### config.mk
export PLATFORM = sky130hd
export DESIGN_NAME = mem_controller
export DESIGN_NICKNAME = d
export VERILOG_FILES = /design/src/rtl/gpu_pkg.sv /design/src/rtl/mem_channel_fsm.sv /design/src/rtl/mem_controller.sv
export SDC_FILE = /design/constraint.sdc
export NUM_CORES = 1
export LEC_CHECK = 0
export ABC_AREA = 1
export CAP_MARGIN = 5
export CORE_MARGIN = 3
export CORE_UTILIZATION = 40
export CTS_BUF_LIST = sky130_fd_sc_hd__clkbuf_2 sky130_fd_sc_hd__clkbuf_4 sky130_fd_sc_hd__clkbuf_8
export CTS_CLUSTER_DIAMETER = 120
export CTS_CLUSTER_SIZE = 10
export DETAILED_ROUTE_END_ITERATION = 7
export PLACE_DENSITY = 0.85
export SYNTH_ARGS = -nofsm -noshare
export SYNTH_HDL_FRONTEND = slang
export SYNTH_HIERARCHICAL = 1
export SYNTH_SLANG_ARGS = --single-unit
### constraint.sdc
create_clock -name clk -period 2.16 [get_ports clk]
set_input_delay 0.432 -clock clk [delete_from_list [all_inputs] [get_ports clk]]
set_output_delay 0.432 -clock clk [all_outputs]
set_load 0.01 [all_outputs]
### src/rtl/gpu_pkg.sv
// Shared types and defaults for the LSU-to-memory controller slice.
// Channel state encoding and default bus widths live here.
package gpu_pkg;

   localparam int ADDR_BITS_DEF = 8;
   localparam int DATA_BITS_DEF = 8;

   typedef enum logic [2:0] {
      IDLE        = 3'd0,
      READ_WAIT   = 3'd1,
      WRITE_WAIT  = 3'd2,
      READ_RELAY  = 3'd3,
      WRITE_RELAY = 3'd4
   } ctrl_state_t;

   function automatic int id_bits(input int n);
      return (n > 1) ? $clog2(n) : 1;
   endfunction

endpackage

### src/rtl/mem_channel_fsm.sv
// One memory channel: latches a granted request, runs the memory
// handshake and holds the consumer ready until the consumer lets go.
module mem_channel_fsm
   import gpu_pkg::*;
#(
   parameter int ADDR_BITS = ADDR_BITS_DEF,
   parameter int DATA_BITS = DATA_BITS_DEF,
   parameter int ID_BITS   = 2
) (
   input  logic                 clk,
   input  logic                 reset,
   input  logic                 grant,
   input  logic [ID_BITS-1:0]   grant_id,
   input  logic                 grant_read,
   input  logic [ADDR_BITS-1:0] grant_address,
   input  logic [DATA_BITS-1:0] grant_data,
   input  logic                 read_valid,
   input  logic                 write_valid,
   input  logic                 mem_read_ready,
   input  logic                 mem_write_ready,
   output ctrl_state_t          state,
   output logic [ID_BITS-1:0]   owner,
   output logic                 mem_read_valid,
   output logic                 mem_write_valid,
   output logic [ADDR_BITS-1:0] address,
   output logic [DATA_BITS-1:0] data,
   output logic                 read_done,
   output logic                 write_done,
   output logic                 read_free,
   output logic                 write_free
);

   ctrl_state_t          state_n;
   logic [ID_BITS-1:0]   owner_n;
   logic                 rvalid_n;
   logic                 wvalid_n;
   logic [ADDR_BITS-1:0] address_n;
   logic [DATA_BITS-1:0] data_n;

   always_ff @(posedge clk) begin
      if (reset) begin
         state           <= IDLE;
         owner           <= '0;
         mem_read_valid  <= 1'b0;
         mem_write_valid <= 1'b0;
         address         <= '0;
         data            <= '0;
      end else begin
         state           <= state_n;
         owner           <= owner_n;
         mem_read_valid  <= rvalid_n;
         mem_write_valid <= wvalid_n;
         address         <= address_n;
         data            <= data_n;
      end
   end

   always_comb begin
      state_n    = state;
      owner_n    = owner;
      rvalid_n   = mem_read_valid;
      wvalid_n   = mem_write_valid;
      address_n  = address;
      data_n     = data;
      read_done  = 1'b0;
      write_done = 1'b0;
      read_free  = 1'b0;
      write_free = 1'b0;
      unique case (state)
         IDLE: begin
            if (grant) begin
               owner_n   = grant_id;
               address_n = grant_address;
               if (grant_read) begin
                  rvalid_n = 1'b1;
                  state_n  = READ_WAIT;
               end else begin
                  data_n   = grant_data;
                  wvalid_n = 1'b1;
                  state_n  = WRITE_WAIT;
               end
            end
         end
         READ_WAIT: begin
            if (mem_read_ready) begin
               rvalid_n  = 1'b0;
               read_done = 1'b1;
               state_n   = READ_RELAY;
            end
         end
         WRITE_WAIT: begin
            if (mem_write_ready) begin
               wvalid_n   = 1'b0;
               write_done = 1'b1;
               state_n    = WRITE_RELAY;
            end
         end
         READ_RELAY: begin
            if (!read_valid) begin
               read_free = 1'b1;
               state_n   = IDLE;
            end
         end
         WRITE_RELAY: begin
            if (!write_valid) begin
               write_free = 1'b1;
               state_n    = IDLE;
            end
         end
         default: state_n = IDLE;
      endcase
   end

endmodule

### src/rtl/mem_controller.sv
// Round-robin arbiter from per-thread LSU ports onto memory channels.
// Owns the claim mask, the rr pointer and the cross-channel grant chain.
module mem_controller
   import gpu_pkg::*;
#(
   parameter int ADDR_BITS     = ADDR_BITS_DEF,
   parameter int DATA_BITS     = DATA_BITS_DEF,
   parameter int NUM_CONSUMERS = 4,
   parameter int NUM_CHANNELS  = 1
) (
   input  logic                               clk,
   input  logic                               reset,
   input  logic [NUM_CONSUMERS-1:0]           consumer_read_valid,
   input  logic [NUM_CONSUMERS*ADDR_BITS-1:0] consumer_read_address,
   output logic [NUM_CONSUMERS-1:0]           consumer_read_ready,
   output logic [NUM_CONSUMERS*DATA_BITS-1:0] consumer_read_data,
   input  logic [NUM_CONSUMERS-1:0]           consumer_write_valid,
   input  logic [NUM_CONSUMERS*ADDR_BITS-1:0] consumer_write_address,
   input  logic [NUM_CONSUMERS*DATA_BITS-1:0] consumer_write_data,
   output logic [NUM_CONSUMERS-1:0]           consumer_write_ready,
   output logic [NUM_CHANNELS-1:0]            mem_read_valid,
   output logic [NUM_CHANNELS*ADDR_BITS-1:0]  mem_read_address,
   input  logic [NUM_CHANNELS-1:0]            mem_read_ready,
   input  logic [NUM_CHANNELS*DATA_BITS-1:0]  mem_read_data,
   output logic [NUM_CHANNELS-1:0]            mem_write_valid,
   output logic [NUM_CHANNELS*ADDR_BITS-1:0]  mem_write_address,
   output logic [NUM_CHANNELS*DATA_BITS-1:0]  mem_write_data,
   input  logic [NUM_CHANNELS-1:0]            mem_write_ready
);

   localparam int ID_BITS = id_bits(NUM_CONSUMERS);

   ctrl_state_t          ch_state      [NUM_CHANNELS];
   logic [ID_BITS-1:0]   ch_owner      [NUM_CHANNELS];
   logic [ADDR_BITS-1:0] ch_address    [NUM_CHANNELS];
   logic [DATA_BITS-1:0] ch_data       [NUM_CHANNELS];
   logic                 ch_rvalid     [NUM_CHANNELS];
   logic                 ch_wvalid     [NUM_CHANNELS];
   logic                 ch_read_done  [NUM_CHANNELS];
   logic                 ch_write_done [NUM_CHANNELS];
   logic                 ch_read_free  [NUM_CHANNELS];
   logic                 ch_write_free [NUM_CHANNELS];
   logic                 grant         [NUM_CHANNELS];
   logic [ID_BITS-1:0]   grant_id      [NUM_CHANNELS];
   logic                 grant_read    [NUM_CHANNELS];
   logic [ADDR_BITS-1:0] grant_address [NUM_CHANNELS];
   logic [DATA_BITS-1:0] grant_data    [NUM_CHANNELS];

   logic [NUM_CONSUMERS-1:0] claim;
   logic [NUM_CONSUMERS-1:0] claim_n;
   logic [NUM_CONSUMERS-1:0] taken;
   logic [NUM_CONSUMERS-1:0] freed;
   logic [NUM_CONSUMERS-1:0] request;
   logic [ID_BITS-1:0]       rr;
   logic [ID_BITS-1:0]       rr_n;
   logic [ID_BITS-1:0]       top_id;
   logic                     any_grant;
   int                       idx;

   assign request = consumer_read_valid | consumer_write_valid;

   // Channels are chained: a lower channel's pick is masked for the rest.
   always_comb begin
      taken     = '0;
      freed     = '0;
      top_id    = '0;
      any_grant = 1'b0;
      idx       = 0;
      for (int c = 0; c < NUM_CHANNELS; c++) begin
         grant[c]         = 1'b0;
         grant_id[c]      = '0;
         grant_read[c]    = 1'b0;
         grant_address[c] = '0;
         grant_data[c]    = '0;
         if (ch_state[c] == IDLE) begin
            for (int k = 0; k < NUM_CONSUMERS; k++) begin
               idx = int'(rr) + k;
               if (idx >= NUM_CONSUMERS) idx = idx - NUM_CONSUMERS;
               if (!grant[c] && request[idx] && !claim[idx] && !taken[idx]) begin
                  grant[c]    = 1'b1;
                  grant_id[c] = ID_BITS'(idx);
               end
            end
         end
         if (grant[c]) begin
            taken[grant_id[c]] = 1'b1;
            grant_read[c]      = consumer_read_valid[grant_id[c]];
            grant_address[c]   = grant_read[c]
               ? consumer_read_address[grant_id[c]*ADDR_BITS +: ADDR_BITS]
               : consumer_write_address[grant_id[c]*ADDR_BITS +: ADDR_BITS];
            grant_data[c] = consumer_write_data[grant_id[c]*DATA_BITS +: DATA_BITS];
            if (!any_grant || grant_id[c] > top_id) top_id = grant_id[c];
            any_grant = 1'b1;
         end
         if (ch_read_free[c] || ch_write_free[c]) freed[ch_owner[c]] = 1'b1;
      end
      claim_n = (claim & ~freed) | taken;
      rr_n    = rr;
      if (any_grant) begin
         if (int'(top_id) == NUM_CONSUMERS - 1) rr_n = '0;
         else rr_n = top_id + 1'b1;
      end
   end

   always_ff @(posedge clk) begin
      if (reset) begin
         claim                <= '0;
         rr                   <= '0;
         consumer_read_ready  <= '0;
         consumer_write_ready <= '0;
         consumer_read_data   <= '0;
      end else begin
         claim <= claim_n;
         rr    <= rr_n;
         for (int c = 0; c < NUM_CHANNELS; c++) begin
            if (ch_read_done[c]) begin
               consumer_read_ready[ch_owner[c]] <= 1'b1;
               consumer_read_data[ch_owner[c]*DATA_BITS +: DATA_BITS]
                  <= mem_read_data[c*DATA_BITS +: DATA_BITS];
            end
            if (ch_write_done[c]) consumer_write_ready[ch_owner[c]] <= 1'b1;
            if (ch_read_free[c])  consumer_read_ready[ch_owner[c]]  <= 1'b0;
            if (ch_write_free[c]) consumer_write_ready[ch_owner[c]] <= 1'b0;
         end
      end
   end

   for (genvar g = 0; g < NUM_CHANNELS; g++) begin : g_ch
      assign ch_rvalid[g] = consumer_read_valid[ch_owner[g]];
      assign ch_wvalid[g] = consumer_write_valid[ch_owner[g]];
      assign mem_read_address[g*ADDR_BITS +: ADDR_BITS]  = ch_address[g];
      assign mem_write_address[g*ADDR_BITS +: ADDR_BITS] = ch_address[g];
      assign mem_write_data[g*DATA_BITS +: DATA_BITS]    = ch_data[g];

      mem_channel_fsm #(
         .ADDR_BITS (ADDR_BITS),
         .DATA_BITS (DATA_BITS),
         .ID_BITS   (ID_BITS)
      ) u_ch (
         .clk             (clk),
         .reset           (reset),
         .grant           (grant[g]),
         .grant_id        (grant_id[g]),
         .grant_read      (grant_read[g]),
         .grant_address   (grant_address[g]),
         .grant_data      (grant_data[g]),
         .read_valid      (ch_rvalid[g]),
         .write_valid     (ch_wvalid[g]),
         .mem_read_ready  (mem_read_ready[g]),
         .mem_write_ready (mem_write_ready[g]),
         .state           (ch_state[g]),
         .owner           (ch_owner[g]),
         .mem_read_valid  (mem_read_valid[g]),
         .mem_write_valid (mem_write_valid[g]),
         .address         (ch_address[g]),
         .data            (ch_data[g]),
         .read_done       (ch_read_done[g]),
         .write_done      (ch_write_done[g]),
         .read_free       (ch_read_free[g]),
         .write_free      (ch_write_free[g])
      );
   end

endmodule

=== Word-level counts from Yosys, hierarchy flattened ===
Index checks and enable logic that the tools add are counted.

* $lt $le $gt $ge: 12
* Muxes and demuxes: 104
* Add/subtract/negate cells: 9
* Equality and inequality tests: 12
* Reductions and logical operators: 33
* Bitwise operators: 10
* Shift-type cells: 5

{| class="wikitable"
|+ Operator list
! kind !! number
|-
| two-way mux 32 bit || 8
|-
| less-than comparator 32 x 4 -> 1 bit, second input constant || 4
|-
| indexed part select 32 x 6 -> 8 bit || 3
|-
| two-way mux 1 bit || 53
|-
| negator 5 -> 34 bit || 1
|-
| variable shift 8 x 34 -> 32 bit, first input constant || 1
|-
| indexed part select 8 x 34 -> 32 bit || 1
|-
| bitwise mux 32 bit || 1
|-
| two-way mux 4 bit || 8
|-
| binary-select mux 1 bit (select 2 bit) || 15
|-
| two-way mux 2 bit || 8
|-
| bitwise OR 4 bit || 4
|-
| two-way mux 3 bit || 5
|-
| case mux 3 bit (5 select lines) || 1
|-
| logical AND 1 bit || 13
|-
| bitwise AND 4 bit || 3
|-
| subtractor 3 x 3 -> 4 bit, second input constant || 3
|-
| logical NOT 1 bit || 11
|-
| != test 2 bit, second input constant || 5
|-
| greater-or-equal comparator 3 bit, second input constant || 3
|-
| two-way mux 8 bit || 1
|-
| inverter 4 bit || 2
|-
| AND reduction 4 bit || 2
|-
| adder 2 x 2 -> 3 bit, second input constant || 2
|-
| 20 further kinds || 27
|}

* Flip-flop bits (word level): 69

=== Logic depth before layout (Yosys ltp) ===
Gate-level depths: netlist of the first run.

* Depth in word-level cells: 35
* Depth in mapped cells: 21

=== Cells and area by module ===
The synthesis of the first run kept the hierarchy.

{| class="wikitable"
|+ By module, submodules not included
! module !! seq. area each (µm²) !! instances !! cells an instance !! area an instance (µm²)
|-
| mem_controller || 920.9 || 1 || 489 || 3,214.3
|-
| mem_channel_fsm || 460.4 || 1 || 124 || 980.9
|}

=== Least setup slack after synthesis of the first run ===
Ideal clock, no wire load.

* Kind: input-to-reg
* Start point: input port consumer_read_valid[2]
* End point: register g_ch[0].u_ch.mem_read_valid
* Stages on the path: 19
* Data required time: 2.044 ns
* Arrival: 2.226 ns
* Slack: -0.182 ns
* Library setup time: 0.116 ns
* Path through: inv_1 -> nand2_1 -> nand3_1 -> nand2_1 -> nand2_1 -> nand2_2 -> nor2_8 -> nand3_4 -> nand2_2 -> nand3_4 -> nand2_1 -> nand2_1 -> nand2_1 -> nand2_2 -> nor2_4 -> o21ai_0 -> nand3b_1 -> nand2_1 -> a21oi_1

* Longest elaborated chain between the ends: 31

{| class="wikitable"
|+ Ends and longest elaborated chain
! what !! line !! RTL
|-
| start, declared || mem_controller.sv:13 || <nowiki>input logic [NUM_CONSUMERS-1:0] consumer_read_valid,</nowiki>
|-
| bitwise OR 4 bit || mem_controller.sv:60 || <nowiki>assign request = consumer_read_valid | consumer_write_valid;</nowiki>
|-
| binary-select mux 1 bit (select 2 bit) || mem_controller.sv:79 || <nowiki>if (!grant[c] && request[idx] && !claim[idx] && !taken[idx]) begin</nowiki>
|-
| two-way mux 1 bit (implied by the code) (2 in series) || mem_controller.sv:79 ||
|-
| logical AND 1 bit (2 in series) || mem_controller.sv:79 ||
|-
| two-way mux 1 bit || mem_controller.sv:79 ||
|-
| two-way mux 1 bit || mem_controller.sv:75 || <nowiki>if (ch_state[c] == IDLE) begin</nowiki>
|-
| logical NOT 1 bit || mem_controller.sv:79 ||
|-
| logical AND 1 bit (3 in series) || mem_controller.sv:79 ||
|-
| [12 not listed] || n/a ||
|-
| two-way mux 2 bit || mem_controller.sv:79 ||
|-
| two-way mux 2 bit || mem_controller.sv:75 ||
|-
| binary-select mux 1 bit (select 2 bit) || mem_controller.sv:87 || <nowiki>grant_read[c] = consumer_read_valid[grant_id[c]];</nowiki>
|-
| two-way mux 1 bit (implied by the code) || mem_controller.sv:87 ||
|-
| two-way mux 1 bit (*) || mem_controller.sv:85 || <nowiki>if (grant[c]) begin</nowiki>
|-
| via grant_read || mem_controller.sv:45 || <nowiki>logic grant_read [NUM_CHANNELS];</nowiki>
|-
| != test 2 x 1 -> 1 bit (no source line) (*) || n/a ||
|-
| AND reduction 4 bit (no source line) (*) || n/a ||
|-
| end signal, assigned || mem_channel_fsm.sv:51 || <nowiki>mem_read_valid <= rvalid_n;</nowiki>
|-
| end, declared || mem_channel_fsm.sv:23 || <nowiki>output logic mem_read_valid,</nowiki>
|}

Mark *: on every way through the listed nets, which the timed path passes. The rest lies on a longest branch. The select of a mux whose other input is x is not followed.
A chain may end at the register's enable or synchronous reset.

==> flow_summary.ini, run 1 <==
[run_status]
outcome = finished with violations
violations = setup timing

[detailed_routing]
drtIter0Drc = 352
dr.pass1.iters = 5
viasPerCell = 5.33
vias = 5332
ant_nets = 0
route.detailed.drc = 0
wirelength_mm = 17.3
wl_per_cell_um = 17.3

[setup_path]
crit_chain = buf_6, nand2_1, nand2_2, nand3_2, a21boi_0, nand2_2, nand2_2, nand2_2, nand2_8, nor2_4, buf_6, buf_6, nand2_1, o21ai_0, nor2_1, nand2_1, nand2_1, nand2_1, a21oi_1
start_kind = register
r2r_slack_ns = -0.39
critPathArrivalTime_ns = 2.84
crit_slowest_cell = dfxtp_4
worst_setup_path_end_kind = register
crit_type = reg -> reg
cp_slowest_stage_delay_ns = 0.42
setup.worst_path.start = rr[0]
r2r-start = rr[0]
reg2regPathDepth = 19
critPathMostFrequentCell = nand2_1
required_ns = 2.45
crit_fanout = 6
r2r_end = g_ch[0].u_ch/address[0]

[synthesis]
syn_inst = 613
ys_seq_area_share_pct = 32.9
synth.largest_area_cell = dfxtp_1
synth_nets = 737
ys_ff_latch = 69
synth-main-ff-cell = dfxtp_1
yosys-top-cells-area = dfxtp_1 33%, nand2_1 14%, nor2_1 7.1%, a21oi_1 6.9%, a22oi_1 5.7%
yosysWarnings = 6
async_reset_ff_share_pct = 0
synth_cell_types = 43
netlist.area_leader.share_pct = 32.9
netlist_top_cells_count = 155 x nand2_1, 79 x nor2_1, 69 x dfxtp_1
synth_edf_count = 0
synth.most_common_cell = nand2_1
syn_avg_cell_area_um2 = 6.84
synth_area_um2 = 4200

[global_route]
antenna_found_initial = 0
grt_first_pass_wirelength_mm = 25.6
grt_pass1_vias = 5173
grt_start_max_net_pins = 35
grt_usage_pct = 27.6
gr-total-overflow = 0

[pwr]
power.density_nw_per_um2 = 1610
finalPower_mw = 11.6
power_leakage_nw = 3.01
ir_worst_vdd_mv = 1.07

[place]
portBuffers = 181
gp_congestion = 0.914
detailed_place_hpwl_mm = 12.6
dpl_worst_slack_ns = -0.877
dp_cells = 963

[finish]
nets = 986
stdcell_count = 1000
n_antenna_cell = 0
final_util_pct = 72.3
drive_above_1_share_pct = 24.0
syn_to_final_growth_pct = 72.4

[cts]
clock-sinks = 69
cts_root_buf = clkbuf_8
numCtsBuffers = 9
clk_latency_ns = 0.35
holdBufCountCts = 0
ctsLongestPathBuffers = 2
clkTransAtPathRegs_ns = 0.09
h-tree-depth = 3
cts_tree = done

[die]
fp.dieH_um = 108
core_um2 = 10000
rows = 36
ioPinCount = 182
die_x_um = 108
dieArea_um2 = 11800
start_util_pct = 42.0

[sta]
slew_viol_final = 0
maxSlewHeadroom_pct = 70.8
finalSetupViolations = 23
setup_slack_ns = -0.389
finalHoldViolCount = 0
worst_pin_slew_ns = 0.438
fmax_mhz = 392
period_share_pct = 118
setup-tns-final_ns = -6.24
skew_ns = 0.0114
fin_crit_ns = 2.55
rsz0062_at_grt = true

[worst_hold_path]
whs_path_depth = 2
hp-class = reg -> reg
worst_hold_path.endpoint = consumer_read_data[7]
min-delay-start = consumer_read_data[7]

[flow_run]
drv_cap = 0
-- kinds of logic (layout without fill, tap and decap cells) --
logic type | count (synthesis) | after routing | synth area share, %
simple gates | 309 | 309 | 34.8
compound gates | 136 | 136 | 19.1
buf+inv | 89 | 343 | 10.3
flops | 69 | 69 | 32.9
fa+ha+maj | 8 | 8 | 2.39
xor+xnor | 2 | 2 | 0.418
-- cell type report --
type                    instances  area (um2)
fillers                       696        2770
flip-flops and latches         69        1390
clock buffers                   9         124
inverters                      62         279
well taps                     133         166
repair inverters                1        6.26
clock inverters                 7         106
multi-input cells             455        2620
repair buffers                264        2540
-- per-stage QoR --
step | hold slack, ns | cell area, um2
final | 0.468 | 7230
after global placement | 0.451 | 6570
after floorplan | 0.461 | 4260
after global routing | 0.490 | 7230
after CTS | 0.470 | 6960
after detailed placement | 0.457 | 6570
-- placed cells by master (no fill, tap or decap), drive strengths merged, types with 2 or more instances in the layout --
cell	count
clkbuf	10
o22ai	8
nor3	7
inv	64
dfxtp	69
buf	84
a22oi	32
dlygate4sd2	7
clkdlybuf4s50	172
bufinv	2
nand3b	5
a21oi	59
o21ai	32
nand2	165
ha	8
clkinv	4
nand3	38
nor4	2
nor2	87
nand4	5
-- flip-flops by register name, indices dropped and copies added (netlist names) --
signal and flops:
claim 4, consumer_read_data 32, consumer_read_ready 4, consumer_write_ready 4, g_ch.u_ch/address 8, g_ch.u_ch/data 8, g_ch.u_ch/mem_read_valid 1, g_ch.u_ch/mem_write_valid 1
g_ch.u_ch/owner 2, g_ch.u_ch/state 3, rr 2
-- where the power goes --
part | switching [mW] | internal, mW | total [mW]
Clock | 0.572 | 0.671 | 1.24
Sequential | 0.209 | 1.52 | 1.73
Combinational | 4.79 | 3.86 | 8.65
-- critical path, delay by kind of cell (launching register included) --
| kind | cells | cell delay (ns) |
|---|---|---|
| AOI/OAI and AO/OA | 3 | 0.47 |
| DFF | 1 | 0.42 |
| and+or+nand+nor | 13 | 1.19 |
| buffers and inverters | 3 | 0.38 |
-- routing by layer --
| metal | up-vias | GRT usage, % | wire length, um |
|---|---|---|---|
| li1 | 2519 | - | - |
| met1 | 2492 | 34.9 | 6880 |
| met2 | 271 | 46.7 | 8630 |
| met3 | 50 | 4.06 | 1230 |
| met4 | 0 | 11.5 | 565 |
| met5 | - | 0 | 0 |
-- repair_timing --
item,CTS,global route
pin swaps,42,15
gates cloned,1,1
setup buffers,7,12
gates resized for setup,52,43
endpoints found under the setup margin,28,25
-- worst max-delay path by stage --
stage | endpoint | slack (ns) | cells past startpoint
after floorplan | g_ch[0].u_ch/mem_write_valid | -0.16 | 19
after global placement | g_ch[0].u_ch/data[5] | -0.83 | 19
after detailed placement | g_ch[0].u_ch/data[6] | -0.88 | 19
after CTS | g_ch[0].u_ch/address[1] | -0.22 | 18
after global routing | g_ch[0].u_ch/address[0] | -0.52 | 20
final | g_ch[0].u_ch/address[0] | -0.39 | 19
No activity file was read; power rests on OpenSTA's default activity.
==> inputs of run 2 (changes only) <==
- CORE_UTILIZATION: 40 -> 39
- CTS_BUF_LIST: sky130_fd_sc_hd__clkbuf_2 sky130_fd_sc_hd__clkbuf_4 sky130_fd_sc_hd__clkbuf_8 -> sky130_fd_sc_hd__clkbuf_16
- PLACE_DENSITY: 0.85 -> 0.83
==> run 2 against run 1 <==
Effect of this change:
- the run still ends with setup timing left
- utilization decreased by 1.3 points
- clock power increased by 21%
- worst hold slack got worse by 0.12 ns
- worst setup slack got worse by 0.12 ns
- critical path depth increased by 2
- critical endpoint is now g_ch[0].u_ch/address[3]
- largest cell class unchanged
==> flow_summary.ini, run 2 (same netlist as run 1, synthesis figures left out) <==
[pwr]
power.switching_mw = 6.06
seq_power_share_pct = 13.7
power_leakage_nw = 3.07
p_int_mw = 6.41
finalPower_mw = 12.5
p_comb_share_pct = 74.3
p_sw_share_pct = 48.6
ir_worst_vdd_mv = 0.996
power.density_nw_per_um2 = 1690
p_clk_share_pct = 12.0

[sta]
setup-tns-final_ns = -8.60
worst_pin_slew_ns = 0.468
finalHoldViolCount = 0
period_share_pct = 124
fmax_mhz = 374
rsz0062_at_grt = true
finalSetupViolations = 25
maxSlewHeadroom_pct = 68.8
slew_viol_final = 0
hold_ws_ns = 0.347
skew_ns = 0.00834
setup_slack_ns = -0.510
fin_crit_ns = 2.67

[cts]
cts_tree = done
ctsLongestPathBuffers = 2
h-tree-depth = 3
cts_root_buf = clkbuf_16
clk_latency_ns = 0.35
clkTransAtPathRegs_ns = 0.07
clock-sinks = 69
holdBufCountCts = 0
numCtsBuffers = 9

[worst_hold_path]
hp-class = in -> reg

[finish]
drive_above_1_share_pct = 24.1
n_antenna_cell = 0
largest_reg_flops = 32
final_cell_mix = 172 x clkdlybuf4s50_1, 128 x nand2_1, 77 x nor2_1
n_fill_cell = 713
syn_to_final_growth_pct = 75.5
top_regs = consumer_read_data: 32 flops, g_ch.u_ch/address: 8 flops, g_ch.u_ch/data: 8 flops
regMostFlops = consumer_read_data
nets = 988
final_common_cell = clkdlybuf4s50_1

[global_route]
grt_start_max_net_pins = 34
grt_pass1_vias = 5363
antenna_found_initial = 0
grt_usage_pct = 27.2
gr-total-overflow = 0
grt_first_pass_wirelength_mm = 25.7

[setup_path]
start_kind = register
required_ns = 2.44
crit_fanout = 6
crit_chain = buf_6, buf_6, nand2_2, nand2_2, nand3_4, nand2_4, nor2_8, nand3b_1, nand2_2, inv_2, nand2_8, nor2_4, buf_12, buf_12, nand2_1, o21ai_1, nor2_1, nand2_1, nand2_1, nand2_1, a21oi_1
cpLargestDelayFamily = simple AND/OR/NAND/NOR gates
r2r_slack_ns = -0.51
cp_slowest_stage_delay_ns = 0.37
crit_buf_inv = 5
critPathMostFrequentCell = nand2_1
critPathArrivalTime_ns = 2.95
worst_setup_path_end_kind = register
crit_type = reg -> reg
crit_slowest_cell = dfxtp_4

[place]
gp_congestion = 0.938
portBuffers = 181
detailed_place_hpwl_mm = 12.4

[detailed_routing]
vias = 5592
viasPerCell = 5.56
drtIter0Drc = 520
route.detailed.drc = 0
wirelength_mm = 18.9
wl_per_cell_um = 18.8
ant_nets = 0
dr.pass1.iters = 6

[die]
start_util_pct = 40.5
dieArea_um2 = 12000
fp.dieH_um = 110
core_um2 = 10400
rows = 37
ioPinCount = 182
die_x_um = 110

[run_status]
outcome = finished with violations
violations = setup timing

[flow_run]
drv_cap = 0
## run 2: metrics by stage
step | cell area, um2 | util, % | setup slack [ns] | std cells
floorplan | 4260 | - | -0.158 | 613
global placement | 6530 | 62.9 | -0.791 | 962
detailed placement | 6530 | 62.9 | -0.900 | 962
CTS | 7010 | 67.6 | -0.243 | 989
global route | 7360 | 71.0 | -0.561 | 1005
finish | 7360 | 71.0 | -0.510 | 1005
## run 2: timing repair
action                     in CTS  in global routing
cloned                          0                  1
setup endpoints to repair      27                 26
gates resized for setup        40                 64
buffers inserted               11                 15
hold endpoints to repair        0                  0
pin swaps                      25                 68
## run 2: final cells by class
class,count,area [um2],area share [%]
clock buffers,9,225,3.06
clock inverters,7,75.1,1.02
inverters,62,277,3.76
multi-input cells,455,2650,36.0
flip-flops and latches,69,1390,18.8
well taps,136,170,2.31
repair buffers,267,2580,35.1
## run 2: worst paths after layout
path                               from                     endpoint  cells after the start
setup / recovery                  rr[0]      g_ch[0].u_ch/address[3]                     21
hold / removal                    reset  g_ch[0].u_ch/mem_read_valid                      2
setup reg to reg                  rr[0]      g_ch[0].u_ch/address[3]                     21
hold reg to reg   consumer_read_data[1]        consumer_read_data[1]                      2
## run 2: power by group through the flow
stage / sequential (mW) / combinational (mW) / clock [mW]
3_5_place_dp: 1.74 / 6.86 / 0
6_report: 1.70 / 9.26 / 1.50
2_1_floorplan: 1.78 / 4.37 / 0
3_3_place_gp: 1.73 / 6.66 / 0
5_1_grt: 1.72 / 9.72 / 1.56
4_1_cts: 1.70 / 7.45 / 1.50
## run 2: worst register-to-register path: stages, from the launching register on
cell      delay (ns)
dfxtp_4         0.37
buf_6           0.13
buf_6           0.11
nand2_2         0.05
nand2_2         0.08
nand3_4         0.11
nand2_4         0.09
nor2_8          0.16
nand3b_1        0.12
nand2_2         0.16
inv_2           0.10
nand2_8         0.13
nor2_4          0.05
buf_12          0.14
buf_12          0.13
nand2_1         0.05
o21ai_1         0.08
nor2_1          0.20
nand2_1         0.08
nand2_1         0.08
nand2_1         0.05
a21oi_1         0.12
## run 2: per-layer routing
layer	wire length, um	part of all wire (%)	track usage [%]	vias to the layer above
met5	0	0	0	-
met1	6940	37	32.4	2612
li1	-	-	-	2528
met4	1090	5.8	10.5	0
met2	9510	50	48.4	349
met3	1360	7.2	4.70	103
